File: config.mk
export PLATFORM = sky130hd
export DESIGN_NAME = serial_adder_nbit
export DESIGN_NICKNAME = d
export VERILOG_FILES = /design/src/rtl/serial_adder_nbit_pkg.sv /design/src/rtl/serial_adder_nbit_digit_adder.sv /design/src/rtl/serial_adder_nbit.sv
export SDC_FILE = /design/constraint.sdc
export NUM_CORES = 1
export LEC_CHECK = 0
export BUFFER_PORTS_ARGS = -buffer_cell sky130_fd_sc_hd__buf_4
export CAP_MARGIN = 20
export CORE_AREA = 2 2 61 63
export CTS_BUF_LIST = sky130_fd_sc_hd__clkbuf_16
export CTS_CLUSTER_DIAMETER = 80
export DETAILED_ROUTE_END_ITERATION = 8
export DIE_AREA = 0 0 63 65
export HOLD_SLACK_MARGIN = 0.1
export MAX_ROUTING_LAYER = met4
export PLACE_DENSITY = 0.76
export SYNTH_ARGS = -nofsm -noshare
export SYNTH_HDL_FRONTEND = slang
export SYNTH_SLANG_ARGS = --single-unit
File: constraint.sdc
create_clock -name clk -period 2.2 [get_ports clk]
set_clock_uncertainty 0.1 [all_clocks]
set_input_delay 0.11 -clock clk [delete_from_list [all_inputs] [get_ports clk]]
set_output_delay 0.11 -clock clk [all_outputs]
set_load 0.05 [all_outputs]
File: src/rtl/serial_adder_nbit_pkg.sv
// serial_adder_nbit_pkg: FSM state encoding and parameter-legality check for the serial adder
`ifndef SERIAL_ADDER_NBIT_PKG_SV
`define SERIAL_ADDER_NBIT_PKG_SV
`define SA_PARAMS_OK(w, d) ((w) >= 1 && (d) >= 1 && ((w) % (d)) == 0)
package serial_adder_nbit_pkg;
    typedef enum logic [1:0] {
        IDLE = 2'd0,
        RUN  = 2'd1,
        DONE = 2'd2
    } state_t;
endpackage
`endif

File: src/rtl/serial_adder_nbit_digit_adder.sv
// serial_adder_nbit_digit_adder: combinational DIGIT-bit ripple adder of full-adder cells
//   a, b   : DIGIT-bit addends
//   c_in   : carry into bit 0
//   sum    : DIGIT-bit sum
//   c_out  : carry out of the top bit
//   c_msb  : carry into the top bit (used for two's-complement overflow)
module serial_adder_nbit_digit_adder
    import serial_adder_nbit_pkg::*;
#(
    parameter int DIGIT = 1
) (
    input  logic [DIGIT-1:0] a,
    input  logic [DIGIT-1:0] b,
    input  logic             c_in,
    output logic [DIGIT-1:0] sum,
    output logic             c_out,
    output logic             c_msb
);
    logic [DIGIT:0] c;
    assign c[0] = c_in;
    for (genvar i = 0; i < DIGIT; i++) begin : g_fa
        assign sum[i]  = a[i] ^ b[i] ^ c[i];
        assign c[i+1]  = (a[i] & b[i]) | (c[i] & (a[i] ^ b[i]));
    end
    assign c_out = c[DIGIT];
    assign c_msb = c[DIGIT-1];
endmodule

File: src/rtl/serial_adder_nbit.sv
// serial_adder_nbit: multi-cycle WIDTH-bit adder processing DIGIT bits per clock
//   clk, rst_n              : clock, asynchronous active-low reset
//   start_valid/start_ready : operand handshake (a, b, c_in captured when both high)
//   sum, c_out, ovf         : registered result, carry-out and overflow flag
//   done_valid/done_ready   : result handshake
module serial_adder_nbit
    import serial_adder_nbit_pkg::*;
#(
    parameter int WIDTH  = 8,
    parameter int DIGIT  = 1,
    parameter bit SIGNED = 0
) (
    input  logic             clk,
    input  logic             rst_n,
    input  logic             start_valid,
    output logic             start_ready,
    input  logic [WIDTH-1:0] a,
    input  logic [WIDTH-1:0] b,
    input  logic             c_in,
    output logic [WIDTH-1:0] sum,
    output logic             c_out,
    output logic             ovf,
    output logic             done_valid,
    input  logic             done_ready
);
    localparam int STEPS = WIDTH / DIGIT;
    localparam int CW    = $clog2(STEPS + 1);

    if (!(`SA_PARAMS_OK(WIDTH, DIGIT))) begin : g_bad_params
        $error("serial_adder_nbit: WIDTH must be a positive multiple of DIGIT");
    end

    state_t           state;
    logic [WIDTH-1:0] a_sh, b_sh, s_sh;
    logic             carry;
    logic [CW-1:0]    cnt;
    logic [DIGIT-1:0] ds;
    logic             dco, dcm, last;
    logic [WIDTH+DIGIT-1:0] s_cat;

    serial_adder_nbit_digit_adder #(.DIGIT(DIGIT)) u_digit (
        .a     (a_sh[DIGIT-1:0]),
        .b     (b_sh[DIGIT-1:0]),
        .c_in  (carry),
        .sum   (ds),
        .c_out (dco),
        .c_msb (dcm)
    );

    // New digit enters at the MSB end; after STEPS shifts the register holds the full sum.
    assign s_cat       = {ds, s_sh};
    assign last        = cnt == CW'(STEPS - 1);
    assign start_ready = state == IDLE;
    assign done_valid  = state == DONE;

    always_ff @(posedge clk or negedge rst_n) begin
        if (!rst_n) begin
            state <= IDLE;
            a_sh  <= '0;
            b_sh  <= '0;
            s_sh  <= '0;
            carry <= 1'b0;
            cnt   <= '0;
            sum   <= '0;
            c_out <= 1'b0;
            ovf   <= 1'b0;
        end else begin
            case (state)
                IDLE: if (start_valid) begin
                    a_sh  <= a;
                    b_sh  <= b;
                    carry <= c_in;
                    cnt   <= '0;
                    state <= RUN;
                end
                RUN: begin
                    a_sh  <= a_sh >> DIGIT;
                    b_sh  <= b_sh >> DIGIT;
                    s_sh  <= s_cat[WIDTH+DIGIT-1:DIGIT];
                    carry <= dco;
                    cnt   <= cnt + CW'(1);
                    if (last) begin
                        sum   <= s_cat[WIDTH+DIGIT-1:DIGIT];
                        c_out <= dco;
                        ovf   <= SIGNED ? (dco ^ dcm) : dco;
                        state <= DONE;
                    end
                end
                DONE: if (done_ready) state <= IDLE;
                default: state <= IDLE;
            endcase
        end
    end
endmodule

==> flow_summary_export.csv, run 1 <==
group,metric,value,unit
floorplanning,rows,22,
timing,fin_crit,1.729,ns
logic_synthesis,synth_top_area_share,54.78,%
layout,register_area,975.9,um2
logic_synthesis,ys_ff_latch,39,
clock_tree,h-tree-depth,2,
timing,fin_ws,0.4710,ns
route,ant_nets,0,
outcome,status,"complete, no violations",
grt,grt_usage,22.20,%
layout,fin_util,68.61,%
route,drc,0,
grt,grt_max_degree,40,
layout,multi_input_area,745.7,um2
critical_path,critPathLaunch,"cnt[0]",
logic_synthesis,yosysSeqAreaShare,54.78,%
clock_tree,clk_latency,0.28,ns
power_and_ir_drop,ir_worst_vdd,775.2,uV
layout,n_fill_cell,280,
critical_path,cp_data_required_time,2.25,ns
logic_synthesis,syn-instance-count,172,
logic_synthesis,syn-cell-area,1782,um2
critical_path,worst-path-max-fanout,10,
floorplanning,die_w,63,um
floorplanning,coreArea,3496,um2
clock_tree,cts_tree,"done",
critical_path,setup.worst_path.end_class,"flip-flop",
floorplanning,fp.dieH,65,um
critical_path,slowest_delay,0.42,ns
clock_tree,clkTransAtPathRegs,0.05,ns
timing,tightest_slew,0.5099,ns
route,post_drt_wl_per_cell,14.16,um
layout,final_nets,248,
layout,syn2layout_area_growth,34.62,%
route,drtIter0Drc,96,
grt,grt_overflow,0,
logic_synthesis,synth_nets,195,
place,place_area,2071,um2
logic_synthesis,ys_top_cells_by_count,"39 x dfrtp_1, 26 x nand2_1, 20 x nor2b_1",
logic_synthesis,async_flop_share,100.0,%
layout,diodes,0,
critical_path,endpoint,"sum[0]",
floorplanning,initial_core_util,50.97,%
critical_path,regToRegStartpoint,"cnt[0]",
critical_path,path_cells,"ha_1 -> nand2_1 -> nor3_4 -> mux2_2",
clock_tree,cts_buffer_depth,2,
clock_tree,numCtsBuffers,5,
grt,grt_pass1_wl,6768,um
floorplanning,ios,33,
logic_synthesis,synth_cell_types,22,
logic_synthesis,yosys-top-cells-area,"dfrtp_1 55%, nor2b_1 7.0%, a22oi_1 6.3%, mux2_2 6.3%, nand2_1 5.5%",
place,gp_congestion,0.8085,
critical_path,critPathKind,"reg -> reg",
power_and_ir_drop,p_per_area,1315,nW/um2
place,dp.cells,247,
place,io_buffers,32,
min_path,min_path_type,"in -> reg",
grt,grt_antenna_before_repair,0,
floorplanning,dieArea,4095,um2
timing,finalCritPeriodShare,78.59,%
logic_synthesis,synth_edf_count,0,
grt,grt_pass1_vias,1479,
route,routed_wl,3880,um
logic_synthesis,yosysTopAreaCell,"dfrtp_1",
clock_tree,cts.sink_count,39,
route,drtPass1Iterations,4,
route,vias,1450,
place,place_ws,0.4678,ns
critical_path,reg2regPathDepth,4,
timing,relSlewSlack,65.90,%
logic_synthesis,syn_area_per_cell,10.36,um2
timing,fmax,0.5784,GHz
layout,drive_gt1_share,24.34,%
clock_tree,root_buffer,"clkbuf_16",
timing,tns,0,ns
timing,finalSetupViolCount,0,
timing,drv_slew,0,
layout,fin_area,2399,um2
critical_path,worstSetupStartpointType,"flip-flop",
job,cap_violations,0,
timing,hold_viol,0,
timing,rsz0062_at_grt,"no",
critical_path,r2r_slack,0.47,ns
logic_synthesis,synth_most_common_cell,"dfrtp_1",
critical_path,reg2reg_to,"sum[0]",
logic_synthesis,yosysWarnings,0,
layout,final_cells,274,
power_and_ir_drop,p_leak,1.129,nW
place,hpwl,2458,um
critical_path,slowest_stage,"nor3_4",
route,via_per_inst,5.292,
critical_path,cp_data_arrival_time,1.78,ns
logic_synthesis,ys.flop_type,"dfrtp_1",
==> cell type report <==
class | instances | area share [%]
Tap cell | 48 | 2.504
Multi-Input combinational cell | 121 | 31.09
Inverter | 1 | 0.1565
Clock buffer | 5 | 5.216
Sequential cell | 39 | 40.69
Timing Repair Buffer | 57 | 19.82
Clock inverter | 3 | 0.5216
==> power breakdown <==
part	switching (W)	internal [W]	total [W]
combinational	0.000743	0.000525	0.00127
sequential	0.000219	0.00101	0.00123
clock	0.000253	0.000409	0.000662
==> cell usage in the layout, fill, tap and decap left out, drive strengths merged <==
master       count
dfrtp           39
buf             38
nand2           26
nor2b           20
dlygate4sd3     19
o21ai           18
a21oi           18
a22oi           15
mux2            10
clkbuf           5
nor2             3
inv              3
a22o             2
nand3            2
o21bai           1
nand2b           1
nor3             1
o311ai           1
a21o             1
fa               1
ha               1
clkinv           1
==> cells by family after synthesis <==
| logic type | after synthesis | share of synthesized area, % |
|---|---|---|
| AO/OA/AOI/OAI | 56 | 18.75 |
| adder cells (fa/ha/maj) | 2 | 1.826 |
| buffers and inverters | 12 | 3.370 |
| flip-flops | 39 | 54.78 |
| multiplexers | 10 | 6.320 |
| AND/OR/NAND/NOR | 53 | 14.96 |
==> stage by stage <==
stage,power [W],hold WS [ns]
floorplan,0.002100,-0.2856
global placement,0.002426,-0.005735
detailed placement,0.002481,0.001533
CTS,0.003193,0.2188
global route,0.003392,0.2497
finish,0.003155,0.2248
==> critical path, delay by kind of cell, from the launching register on <==
kind                     cells  cell delay [ns]
flip-flops                   1             0.38
multiplexers                 1             0.40
adder cells (fa/ha/maj)      1             0.19
AND/OR/NAND/NOR              2             0.53
==> worst min path at each step <==
stage                      from  endpoint  slack [ns]  cells past startpoint
floorplan                 rst_n   a_sh[0]       -0.29                      0
global placement          rst_n   b_sh[5]      -0.006                      1
detailed placement        rst_n   b_sh[4]       0.002                      1
CTS                 start_valid   b_sh[4]        0.22                      4
global route        start_valid   b_sh[1]        0.25                      4
finish              start_valid   b_sh[4]        0.22                      4
==> flip-flops by register name, indices dropped and copies added (netlist names) <==
register  count
state         2
cnt           4
carry         1
s_sh          7
ovf           1
a_sh          8
sum           8
b_sh          8
==> per-layer routing <==
metal,global-route usage [%],vias to the layer above,part of all wire [%]
li1,-,707,-
met1,25.71,705,43
met2,37.63,34,52
met3,5.903,4,4.6
met4,7.500,0,0.67
met5,-,-,0
==> repair_timing <==
action / CTS / global route
setup endpoints to repair: 0 / 0
gates resized for setup: 0 / 0
endpoints found under the hold margin: 57 / 0
hold buffers: 19 / 0
setup buffers: 0 / 0
Power figures use the tool's default switching activity.
==> run 2: changes to the inputs <==
--- a/config.mk
+++ b/config.mk
@@ -5,16 +5,17 @@
 export SDC_FILE = /design/constraint.sdc
 export NUM_CORES = 1
 export LEC_CHECK = 0
+export ABC_AREA = 1
 export BUFFER_PORTS_ARGS = -buffer_cell sky130_fd_sc_hd__buf_4
 export CAP_MARGIN = 20
-export CORE_AREA = 2 2 61 63
+export CORE_AREA = 2 2 63 65
 export CTS_BUF_LIST = sky130_fd_sc_hd__clkbuf_16
 export CTS_CLUSTER_DIAMETER = 80
 export DETAILED_ROUTE_END_ITERATION = 8
-export DIE_AREA = 0 0 63 65
+export DIE_AREA = 0 0 65 67
 export HOLD_SLACK_MARGIN = 0.1
 export MAX_ROUTING_LAYER = met4
-export PLACE_DENSITY = 0.76
+export PLACE_DENSITY = 0.73
 export SYNTH_ARGS = -nofsm -noshare
 export SYNTH_HDL_FRONTEND = slang
 export SYNTH_SLANG_ARGS = --single-unit
==> constraint.sdc (replaced) <==
create_clock -name clk -period 1.57 [get_ports clk]
set_clock_uncertainty 0.1 [all_clocks]
set_input_delay 0.0785 -clock clk [delete_from_list [all_inputs] [get_ports clk]]
set_output_delay 0.0785 -clock clk [all_outputs]
set_load 0.05 [all_outputs]
==> flow_summary_export.csv, run 2 <==
group,metric,value,unit
logic_synthesis,yosysSeqAreaShare,57.40,%
clock_tree,clk_latency,0.28,ns
grt,grt_antenna_before_repair,0,
critical_path,cp_data_required_time,1.39,ns
critical_path,slowest_delay,0.41,ns
logic_synthesis,syn_area_per_cell,8.810,um2
critical_path,path_delay_family,"buffers and inverters",
logic_synthesis,ys_top_cells_by_count,"63 x nand2_1, 54 x nand3_1, 39 x dfrtp_1",
route,routed_wl,3725,um
timing,relSlewSlack,68.21,%
logic_synthesis,ys.flop_type,"dfrtp_1",
floorplanning,die_w,65,um
route,drc,0,
power_and_ir_drop,ir_worst_vdd,784.6,uV
power_and_ir_drop,p_comb_share,40.1,%
floorplanning,dieArea,4355,um2
critical_path,cp_data_arrival_time,1.26,ns
critical_path,worst-path-max-fanout,16,
job,cap_violations,0,
place,hpwl,2405,um
timing,tns,0,ns
grt,grt_usage,20.02,%
clock_tree,root_buffer,"clkbuf_16",
power_and_ir_drop,p_leak,1.181,nW
route,vias,1469,
floorplanning,coreArea,3606,um2
layout,fin_area,2325,um2
layout,diodes,0,
critical_path,slowest_stage,"dfrtp_1",
route,dr_wl_met2,1844,um
timing,fin_crit,1.438,ns
timing,drv_slew,0,
logic_synthesis,ys_ff_latch,39,
grt,grt_max_degree,40,
critical_path,path_cells,"nor2_1 -> buf_4 -> buf_4",
timing,finalCritPeriodShare,91.59,%
critical_path,critPathKind,"reg -> out",
timing,rsz0062_at_grt,"no",
min_path,min_path_type,"in -> async",
floorplanning,initial_core_util,47.15,%
power_and_ir_drop,p_int,0.002606,W
layout,drive_gt1_share,18.55,%
critical_path,worstSetupStartpointType,"flip-flop",
layout,syn2layout_area_growth,36.72,%
timing,finalSetupViolCount,0,
timing,fmax,0.6954,GHz
logic_synthesis,syn-instance-count,193,
clock_tree,clkTransAtPathRegs,0.05,ns
place,place_ws,0.1113,ns
route,wl_met1,1629,um
logic_synthesis,synth_most_common_cell,"nand2_1",
power_and_ir_drop,p_per_area,1887,nW/um2
layout,final_nets,270,
power_and_ir_drop,p_switching,0.001780,W
place,place_area,1986,um2
grt,grt_pass1_wl,6285,um
power_and_ir_drop,switching_share,40.59,%
floorplanning,fp.dieH,67,um
logic_synthesis,yosys-top-cells-area,"dfrtp_1 57%, nand3_1 16%, nand2_1 14%, buf_2 2.4%, o21ai_0 2.4%",
place,io_buffers,32,
route,via_per_inst,4.963,
power_and_ir_drop,pwr-share-seq,38.5,%
route,drtPass1Iterations,4,
place,gp_congestion,0.8067,
logic_synthesis,synth_top_area_share,57.40,%
clock_tree,cts.sink_count,39,
floorplanning,ios,33,
logic_synthesis,synth_cell_types,17,
timing,fin_ws,0.1320,ns
critical_path,setup.worst_path.end_class,"output pin",
logic_synthesis,yosysTopAreaCell,"dfrtp_1",
logic_synthesis,syn-cell-area,1700,um2
logic_synthesis,synth_edf_count,0,
route,drtIter0Drc,120,
clock_tree,h-tree-depth,2,
logic_synthesis,async_flop_share,100.0,%
layout,mostFrequentLayoutCell,"nand2_1",
outcome,status,"complete, no violations",
power_and_ir_drop,pwr-share-clk,21.3,%
critical_path,crit_top_cell,"buf_4",
floorplanning,rows,22,
layout,layout_common_cells,"62 x nand2_1, 54 x nand3_1, 39 x dfrtp_1",
route,highest_layer,"met4",
clock_tree,numCtsBuffers,5,
grt,grt_pass1_vias,1424,
route,wl_met3,157,um
route,post_drt_wl_per_cell,12.58,um
layout,top_regs,"a_sh x8, b_sh x8, sum x8",
clock_tree,cts_tree,"done",
timing,hold_viol,0,
timing,tightest_slew,0.4768,ns
critical_path,path_buf_inv,2,
logic_synthesis,synth_nets,216,
grt,grt_overflow,0,
route,ant_nets,0,
logic_synthesis,yosysWarnings,0,
clock_tree,cts_buffer_depth,2,
==> run 2: cell count changes in the layout (fill, tap and decap cells not counted), moves of 2 or more <==
cell / before / now
a22oi_1: 15 / 0
clkinv_1: 0 / 2
nor2b_1: 20 / 0
nand2_1: 26 / 62
a21oi_1: 18 / 0
o21ai_0: 18 / 8
a22o_1: 2 / 0
mux2_2: 10 / 0
nand3_1: 2 / 54
inv_1: 3 / 7
==> run 2: cells by family after synthesis <==
logic type,Yosys count,synth area share (%)
flops,39,57.40
simple gates,124,32.08
xor+xnor,1,0.5152
buf+inv,17,4.856
fa+ha+maj,2,1.913
compound gates,10,3.238
==> run 2: timing repair <==
| item | in CTS | in global routing |
|---|---|---|
| resized for setup | 0 | 1 |
| endpoints found under the hold margin | 57 | 0 |
| setup endpoints to repair | 0 | 9 |
| hold buffers | 20 | 0 |
| setup buffers | 0 | 0 |
==> run 2: area by class of cell <==
class	count	area, um2
Clock buffer	5	125.1
Clock inverter	3	11.26
Fill cell	321	1281
Inverter	6	22.52
Multi-Input combinational cell	137	644.4
Sequential cell	39	975.9
Tap cell	48	60.06
Timing Repair Buffer	58	485.5
==> run 2: final timing paths <==
path | depth (start not counted) | start | to | slack, ns
min in group clk | 2 | s_sh[3] | sum[2] | 0.37
worst min-delay path | 2 | rst_n | sum[4] | 0.21
worst min register to register | 2 | s_sh[3] | sum[2] | 0.37
max in group asynchronous | 2 | rst_n | carry | 0.84
worst max-delay path | 3 | state[0] | start_ready | 0.13
worst max register to register | 5 | state[1] | sum[7] | 0.16
==> run 2: per-layer routing <==
layer / track usage (%) / vias to the layer above
li1: - / 743
met1: 22.10 / 681
met2: 33.89 / 38
met3: 4.223 / 7
met4: 11.17 / 0
met5: - / -
==> run 2: per-stage QoR <==
stage | power (W) | instances | hold WS (ns) | utilization (%)
4_1_cts | 0.004414 | 296 | 0.2212 | 64.40
5_1_grt | 0.004718 | 296 | 0.2491 | 64.47
3_3_place_gp | 0.003355 | 268 | -0.02616 | 55.07
3_5_place_dp | 0.003422 | 268 | -0.02218 | 55.07
2_1_floorplan | 0.002910 | 193 | -0.3171 | -
6_report | 0.004386 | 296 | 0.2053 | 64.47
==> run 2: power groups by stage <==
stage               clock network [W]  logic, W  registers, W
floorplan                           0  0.000950       0.00196
global placement                    0   0.00167       0.00168
detailed placement                  0   0.00172       0.00170
CTS                          0.000952   0.00177       0.00169
global route                  0.00100   0.00197       0.00175
finish                       0.000935   0.00176       0.00169
==> run 2: worst register-to-register path: cells and delay by family (launching register included) <==
family,cells,cell delay [ns]
and+or+nand+nor,4,0.71
buffers and inverters,1,0.13
DFF,1,0.42
==> run 3: changes to the inputs <==
--- a/config.mk
+++ b/config.mk
@@ -5,14 +5,14 @@
 export SDC_FILE = /design/constraint.sdc
 export NUM_CORES = 1
 export LEC_CHECK = 0
-export ABC_AREA = 1
+export ABC_AREA = 0
 export BUFFER_PORTS_ARGS = -buffer_cell sky130_fd_sc_hd__buf_4
 export CAP_MARGIN = 20
-export CORE_AREA = 2 2 63 65
+export CORE_AREA = 2 2 64 66
 export CTS_BUF_LIST = sky130_fd_sc_hd__clkbuf_16
 export CTS_CLUSTER_DIAMETER = 80
 export DETAILED_ROUTE_END_ITERATION = 8
-export DIE_AREA = 0 0 65 67
+export DIE_AREA = 0 0 66 68
 export HOLD_SLACK_MARGIN = 0.1
 export MAX_ROUTING_LAYER = met4
 export PLACE_DENSITY = 0.73
==> flow_summary_export.csv, run 3 (synthesized netlist as in run 1, its figures left out) <==
group,metric,value,unit
clock_tree,numCtsBuffers,5,
timing,rsz0062_at_grt,"yes",
clock_tree,root_buffer,"clkbuf_16",
layout,top_regs,"a_sh x8, b_sh x8, sum x8",
job,cap_violations,0,
floorplanning,die_w,66,um
timing,holdWs,0.2012,ns
layout,multi_input_area,755.7,um2
critical_path,critPathLaunch,"state[1]",
power_and_ir_drop,p_per_area,1886,nW/um2
place,hpwl,2827,um
layout,register_area,975.9,um2
timing,fin_crit,1.535,ns
grt,grt_pass1_vias,1539,
outcome,status,"complete, no violations",
critical_path,slowest_delay,0.40,ns
critical_path,cp_data_required_time,1.64,ns
layout,drive_gt1_share,27.95,%
route,routed_wl,4344,um
grt,grt_overflow,0,
layout,final_nets,251,
power_and_ir_drop,p_leak,1.146,nW
grt,grt_max_degree,40,
min_path,min_path_type,"in -> reg",
critical_path,path_delay_family,"simple AND/OR/NAND/NOR gates",
critical_path,regToRegStartpoint,"state[1]",
critical_path,critPathKind,"reg -> reg",
layout,n_fill_cell,309,
place,gp_congestion,0.7818,
layout,mostFrequentLayoutCell,"dfrtp_1",
floorplanning,fp.dieH,68,um
critical_path,setup.worst_path.end_class,"flip-flop",
power_and_ir_drop,ir_worst_vdd,1194,uV
timing,fmax,0.6515,GHz
grt,grt_usage,22.34,%
clock_tree,h-tree-depth,2,
critical_path,cp_data_arrival_time,1.60,ns
floorplanning,ios,33,
timing,tightest_slew,0.4897,ns
grt,grt_pass1_wl,7134,um
floorplanning,dieArea,4488,um2
layout,diodes,0,
clock_tree,cts_tree,"done",
layout,layout_common_cells,"39 x dfrtp_1, 38 x buf_4, 25 x nand2_1",
layout,final_cells,279,
critical_path,worst-path-max-fanout,10,
critical_path,worstSetupStartpointType,"flip-flop",
timing,hold_viol,0,
timing,finalCritPeriodShare,97.76,%
clock_tree,clkTransAtPathRegs,0.06,ns
route,via_per_inst,5.323,
critical_path,endpoint,"sum[1]",
route,drtPass1Iterations,4,
clock_tree,clk_latency,0.28,ns
route,vias,1485,
place,dp.cells,252,
clock_tree,cts.sink_count,39,
critical_path,reg2reg_to,"sum[1]",
critical_path,r2r_slack,0.04,ns
floorplanning,coreArea,3856,um2
route,post_drt_wl_per_cell,15.57,um
timing,finalSetupViolCount,0,
critical_path,path_buf_inv,1,
critical_path,path_cells,"nand2b_1 -> nor3_4 -> buf_12 -> mux2_2",
clock_tree,cts_buffer_depth,2,
floorplanning,rows,23,
critical_path,slowest_stage,"dfrtp_1",
floorplanning,initial_core_util,46.20,%
critical_path,critical_path_cell_count,4,
timing,tns,0,ns
place,io_buffers,32,
route,ant_nets,0,
route,drtIter0Drc,132,
clock_tree,cts_setup_buffers,0,
route,drc,0,
critical_path,reg2regPathDepth,4,
min_path,hold_depth,4,
timing,drv_slew,0,
layout,syn2layout_area_growth,38.90,%
timing,relSlewSlack,67.35,%
grt,grt_antenna_before_repair,0,
-- run 3: cell count changes in the layout (fill, tap and decap cells not counted), moves of 2 or more --
cell,previous run,this run
clkinv_4,0,2
inv_1,7,1
buf_12,0,2
nor2b_1,0,19
a22o_1,0,2
mux2_2,0,10
a22oi_1,0,15
nor2_1,4,2
o21ai_0,8,18
a21oi_1,0,18
clkinv_1,2,0
nand2_1,62,25
nand3_1,54,2
-- run 3: cell type report --
type,count,share of cell area [%]
Clock buffer,5,5.056
Clock inverter,3,1.011
Inverter,1,0.1517
Multi-Input combinational cell,121,30.54
Sequential cell,39,39.43
Tap cell,50,2.528
Timing Repair Buffer,60,21.28
-- run 3: layer usage --
metal | global-route usage, % | share of wire [%] | up-vias
met2 | 37.37 | 52 | 40
li1 | - | - | 709
met4 | 10.71 | 2.1 | 0
met5 | - | 0 | -
met3 | 5.592 | 4.4 | 9
met1 | 25.37 | 41 | 727
-- run 3: what timing repair did --
| item | in CTS | in global routing |
|---|---|---|
| gates cloned | 0 | 0 |
| hold endpoints to repair | 57 | 0 |
| hold buffers | 19 | 0 |
| gates resized for setup | 0 | 3 |
| endpoints found under the setup margin | 9 | 11 |
| pin swaps | 1 | 0 |
-- run 3: how the worst min path moves through the flow --
stage	from	endpoint	slack (ns)
after floorplan	rst_n	a_sh[0]	-0.32
after global placement	rst_n	b_sh[3]	-0.04
after detailed placement	rst_n	b_sh[3]	-0.02
after CTS	start_valid	a_sh[4]	0.20
after global routing	start_valid	carry	0.24
final	start_valid	a_sh[4]	0.20
-- run 3: metrics by stage --
stage               total power, W  setup WS (ns)  util [%]  area (um2)
CTS                       0.004694        0.02913     63.95        2466
global placement          0.003498        0.04941     55.13        2126
floorplan                 0.002950      -0.006914         -        1787
finish                    0.004668        0.03519     64.18        2475
global route              0.004984       -0.02927     64.18        2475
detailed placement        0.003631       -0.01475     55.13        2126
-- run 3: power by group --
| part | total [W] | internal, W | switching [W] |
|---|---|---|---|
| Clock | 0.000999 | 0.000593 | 0.000406 |
| Combinational | 0.00194 | 0.000825 | 0.00112 |
| Sequential | 0.00172 | 0.00141 | 0.000316 |
-- run 3: worst reg2reg max path, stage by stage, from the launching register on --
cell and delay, ns:
dfrtp_1 0.40, nand2b_1 0.21, nor3_4 0.22, buf_12 0.16
mux2_2 0.33
